File: config.mk
export PLATFORM = sky130hd
export DESIGN_NAME = cla_irl_meta_rd
export DESIGN_NICKNAME = d
export VERILOG_FILES = /design/src/rtl/cla_irl_meta_rd_pkg.sv /design/src/rtl/cla_irl_skid2.sv /design/src/rtl/cla_irl_meta_rd.sv
export SDC_FILE = /design/constraint.sdc
export NUM_CORES = 1
export LEC_CHECK = 0
export BUFFER_PORTS_ARGS = -buffer_cell sky130_fd_sc_hd__buf_4
export CAP_MARGIN = 30
export CORE_MARGIN = 5
export CORE_UTILIZATION = 45
export DETAILED_ROUTE_END_ITERATION = 10
export PLACE_DENSITY = 0.69
export SYNTH_ARGS = -nofsm -noshare
export SYNTH_HDL_FRONTEND = slang
export SYNTH_SLANG_ARGS = --single-unit
File: constraint.sdc
create_clock -name clk -period 5 [get_ports clk]
set_input_delay 1 -clock clk [delete_from_list [all_inputs] [get_ports clk]]
set_output_delay 1 -clock clk [all_outputs]
set_load 0.02 [all_outputs]
File: src/rtl/cla_irl_meta_rd_pkg.sv
// cla_irl_meta_rd_pkg: metadata entry type and read-side FSM states
package cla_irl_meta_rd_pkg;
  typedef struct packed {
    logic [7:0]  class_id;
    logic [15:0] flow_id;
    logic [7:0]  len;
  } cla_irl_meta_type;
  typedef cla_irl_meta_type meta_t;
  typedef enum logic [1:0] {IDLE, RUN, GAP, FLUSH} cla_irl_rd_state_e;
endpackage

File: src/rtl/cla_irl_skid2.sv
// cla_irl_skid2: 2-entry in-order register buffer, d0 is the head
module cla_irl_skid2 import cla_irl_meta_rd_pkg::*; (
  input  logic       clk,
  input  logic       rst_n,
  input  logic       clr,
  input  logic       wr,
  input  logic       rd,
  input  meta_t      din,
  output meta_t      dout,
  output logic [1:0] occ
);
  meta_t d0, d1;
  logic [1:0] base;
  // slot the incoming entry lands in once this cycle's read has shifted the head
  assign base = occ - {1'b0, rd};
  assign dout = d0;
  always_ff @(posedge clk or negedge rst_n)
    if (!rst_n) occ <= '0;
    else occ <= clr ? 2'd0 : occ + {1'b0, wr} - {1'b0, rd};
  always_ff @(posedge clk) begin
    d0 <= (wr && base == 2'd0) ? din : rd ? d1 : d0;
    d1 <= (wr && base == 2'd1) ? din : d1;
  end
endmodule

File: src/rtl/cla_irl_meta_rd.sv
// cla_irl_meta_rd: pops classifier->IRL metadata FIFO into a skid buffer with pop gap and flush
module cla_irl_meta_rd import cla_irl_meta_rd_pkg::*; #(
  parameter int GAP_NBITS = 4,
  parameter int CNT_NBITS = 16
) (
  input  logic                 clk,
  input  logic                 rst_n,
  input  logic                 fifo_empty,
  input  meta_t                fifo_dout,
  output logic                 fifo_rd,
  input  logic                 en,
  input  logic [GAP_NBITS-1:0] gap_cfg,
  input  logic                 flush,
  output logic                 meta_valid,
  output meta_t                meta,
  input  logic                 meta_ready,
  output logic [CNT_NBITS-1:0] pop_count,
  output logic                 busy
);
  localparam logic [1:0] S_IDLE  = IDLE;
  localparam logic [1:0] S_RUN   = RUN;
  localparam logic [1:0] S_GAP   = GAP;
  localparam logic [1:0] S_FLUSH = FLUSH;
  logic [1:0] state, state_n, occ;
  logic [GAP_NBITS-1:0] gap_cnt;
  logic clr, xfer;
  assign clr        = flush | (state == S_FLUSH);
  assign fifo_rd    = (state == S_FLUSH) ? ~fifo_empty
                    : (state == S_RUN) & ~fifo_empty & (occ < 2'd2) & (gap_cnt == '0);
  assign meta_valid = occ != 2'd0;
  assign xfer       = meta_valid & meta_ready;
  assign busy       = (occ != 2'd0) | (gap_cnt != '0) | (state == S_FLUSH);
  always_comb
    state_n = flush                ? S_FLUSH
            : (state == S_FLUSH)   ? (fifo_empty ? S_IDLE : S_FLUSH)
            : !en                  ? S_IDLE
            : (state == S_IDLE)    ? S_RUN
            : (state == S_RUN)     ? ((fifo_rd && gap_cfg != '0) ? S_GAP : S_RUN)
            : (gap_cnt <= GAP_NBITS'(1)) ? S_RUN : S_GAP;
  always_ff @(posedge clk or negedge rst_n)
    if (!rst_n) begin
      state     <= S_IDLE;
      gap_cnt   <= '0;
      pop_count <= '0;
    end else begin
      state     <= state_n;
      gap_cnt   <= clr ? '0 : fifo_rd ? gap_cfg : (gap_cnt != '0) ? gap_cnt - GAP_NBITS'(1) : gap_cnt;
      pop_count <= pop_count + CNT_NBITS'(xfer);
    end
  cla_irl_skid2 u_skid (
    .clk  (clk),
    .rst_n(rst_n),
    .clr  (clr),
    .wr   (fifo_rd & ~clr),
    .rd   (xfer),
    .din  (fifo_dout),
    .dout (meta),
    .occ  (occ)
  );
  a_no_rd_empty: assert property (@(posedge clk) disable iff (!rst_n) !(fifo_rd && fifo_empty));
  a_occ_max:     assert property (@(posedge clk) disable iff (!rst_n) occ <= 2'd2);
  a_hold:        assert property (@(posedge clk) disable iff (!rst_n)
                   (meta_valid && !meta_ready && !flush) |=> (meta_valid && $stable(meta)));
endmodule

==> impl_metrics.yaml <==
floorplanning:
  row_count: 33
  die_w_um: 101
  io_pins: 93
  core_area_um2: 8090
  die_y_um: 101
  dieArea_um2: 10100
  start_util_pct: 45.6
clock_network:
  path_clk_slew_ns: 0.09
  cts.hold.buffers_added: 0
  cts_tree: "yes"
  cts_resized: 0
  cts_setup_buffers: 0
  clock-sinks: 88
  clock_path_buffers: 2
  cts-root-buf: "clkbuf_8"
  cts_max_level: 3
  clk_latency_ns: 0.34
  cts_buffers: 9
synth:
  yosys.cell_count.top_type: "edfxtp_1"
  synth-edff-count: 64
  netlist_instances: 212
  yosysWarnings: 0
  ys_seq_elements: 88
  synthTopCellsByCount: "edfxtp_1, mux2_4, dfrtp_1"
  mappedNetlistArea_um2: 3690
  synthFlopType: "edfxtp_1"
  synthArstFlopShare_pct: 27.3
  netlist_top_cells_area: "edfxtp_1, dfrtp_1, mux2_4"
  synth_top_area_cell: "edfxtp_1"
  syn_nets: 261
  ys_types: 34
  synth.avg_cell_area_um2: 17.4
  synth_top_area_share_pct: 52.0
  ys_seq_area_share_pct: 68.3
sta:
  hold_viol_final: 0
  fin_crit_sh_pct: 66.9
  setup_viol: 0
  fmax_ghz: 0.299
  timing.setup.tns_ns: 0
  finClkSkew_ns: 0.00898
  rsz0062_at_grt: "no"
  slew_viol_final: 0
  layout_min_cycle_time_ns: 3.34
  worstMarginPinSlew_ns: 0.790
  hold_slack_ns: 0.483
  relSlewSlack_pct: 47.3
job:
  drv_cap: 0
global_route:
  grt_usage_pct: 12.8
  antenna_found_initial: 0
  grt_start_max_net_pins: 34
  grt_pass1_wl_mm: 10.1
  grt_overflow: 0
  grt_pass1_vias: 2024
detailed_routing:
  ant_nets: 0
  wl_mm: 6.40
  wire_per_inst_um: 15.1
  route.vias.total: 2119
  drc: 0
  drtPass1Iterations: 4
  drt_iter0_drc: 44
  vias_per_cell: 5.00
layout:
  diodes: 0
  drive_gt1_share_pct: 47.6
  nNetsFinal: 363
  nFillCells: 670
  area_growth_syn_to_layout_pct: 26.6
  final_cells: 424
power:
  leakage_nw: 2.06
  vdd_drop_max_mv: 0.194
  powerDensity_nw_per_um2: 364
worst_setup_path:
  endpoint_kind: "flip-flop"
  critPathMaxFanout: 33
  critPathKind: "reg -> reg"
  critPathArrivalTime_ns: 3.32
  worstSetupStartpointType: "flip-flop"
  slowest_stage: "nand2b_2"
  path_cells: "or2_2, and2_1, ha_1, xor2_1, or4b_2, buf_4, nand2b_2"
  critPathMaxStageDelay_ns: 0.65
  crit_required_ns: 4.98
placed_design:
  numPortBuffers: 92
  gp_congestion: 0.811
  dpl.hpwl_mm: 4.74
  dp_cells: 408
hold_path:
  hp-class: "reg -> reg"
run_status:
  status: "completed"
## final cells by class
class	count	area, um^2	share of cell area, %
sequential	88	2520	54.0
multi-input combinational	114	1080	23.2
timing repair buffer	95	713	15.3
tap	105	131	2.81
clock buffer	9	124	2.65
clock inverter	7	76.3	1.63
inverter	6	22.5	0.482
## worst paths after layout
kind                                     from              end  cells after the start  slack, ns
worst min-delay path            pop_count[15]    pop_count[15]                      1       0.48
max in group asynchronous               rst_n    pop_count[10]                      1       4.22
worst max register to register  u_skid.occ[1]  u_skid.dout[10]                      7       1.66
worst min register to register  pop_count[15]    pop_count[15]                      1       0.48
worst max-delay path            u_skid.occ[1]  u_skid.dout[10]                      7       1.66
min in group asynchronous               rst_n     pop_count[8]                      1       0.54
## critical path, delay by kind of cell, from the launching register on
family / cells / cell delay [ns]
buffers and inverters: 1 / 0.33
and+or+nand+nor: 4 / 1.82
xor gates and xnor gates: 1 / 0.16
adders and majority gates: 1 / 0.20
DFF: 1 / 0.45
## flip-flops by register name, summed over array words and instances, names as in the netlist
| signal | count |
|---|---|
| gap_cnt | 4 |
| u_skid.d1 | 32 |
| u_skid.dout | 32 |
| pop_count | 16 |
| u_skid.occ | 2 |
| state | 2 |
## cell families after synthesis
| family | share of synthesized area, % |
|---|---|
| AO/OA/AOI/OAI | 2.57 |
| XOR/XNOR | 4.51 |
| adder cells (fa/ha/maj) | 2.37 |
| buffers and inverters | 2.54 |
| flip-flops | 68.3 |
| multiplexers | 12.7 |
| AND/OR/NAND/NOR | 7.01 |
## routing by layer
metal	global-route usage [%]	vias to the layer above	part of all wire [%]	wire length, um
met5	0	-	0	0
met4	5.08	0	1.3	82
li1	-	997	-	-
met2	18.7	82	45	2860
met1	17.6	1030	45	2880
met3	4.57	10	9.0	575
## where the power goes
group | switching, mW | leakage, nW | internal (mW)
Sequential | 0.0352 | 0.901 | 0.839
Combinational | 0.185 | 1.06 | 0.155
Clock | 0.251 | 0.0966 | 0.235
Total | 0.471 | 2.06 | 1.23
## stage by stage
| stage | util (%) | setup slack (ns) | instance area, um^2 | power, mW |
|---|---|---|---|---|
| 6_report | 57.8 | 1.66 | 4670 | 1.70 |
| 5_1_grt | 57.8 | 1.49 | 4670 | 1.79 |
| 4_1_cts | 57.8 | 1.61 | 4670 | 1.72 |
| 3_5_place_dp | 55.3 | 1.33 | 4470 | 1.23 |
| 3_3_place_gp | 55.3 | 1.36 | 4470 | 1.23 |
| 2_1_floorplan | - | 0.518 | 3690 | 1.11 |
## placed cells by master, fill, tap and decap left out, drive strengths merged, types with 4 or more instances in the layout
cell type / netlist / routed
clkbuf: 0 / 9
inv: 6 / 9
nor2: 7 / 7
buf: 4 / 95
a22oi: 4 / 4
nand2: 6 / 6
xor2: 8 / 8
dfrtp: 24 / 24
edfxtp: 64 / 64
ha: 7 / 7
mux2: 32 / 32
nand3: 8 / 8
xnor2: 11 / 11
and3: 5 / 5
No activity file was read; power rests on OpenSTA's default activity.
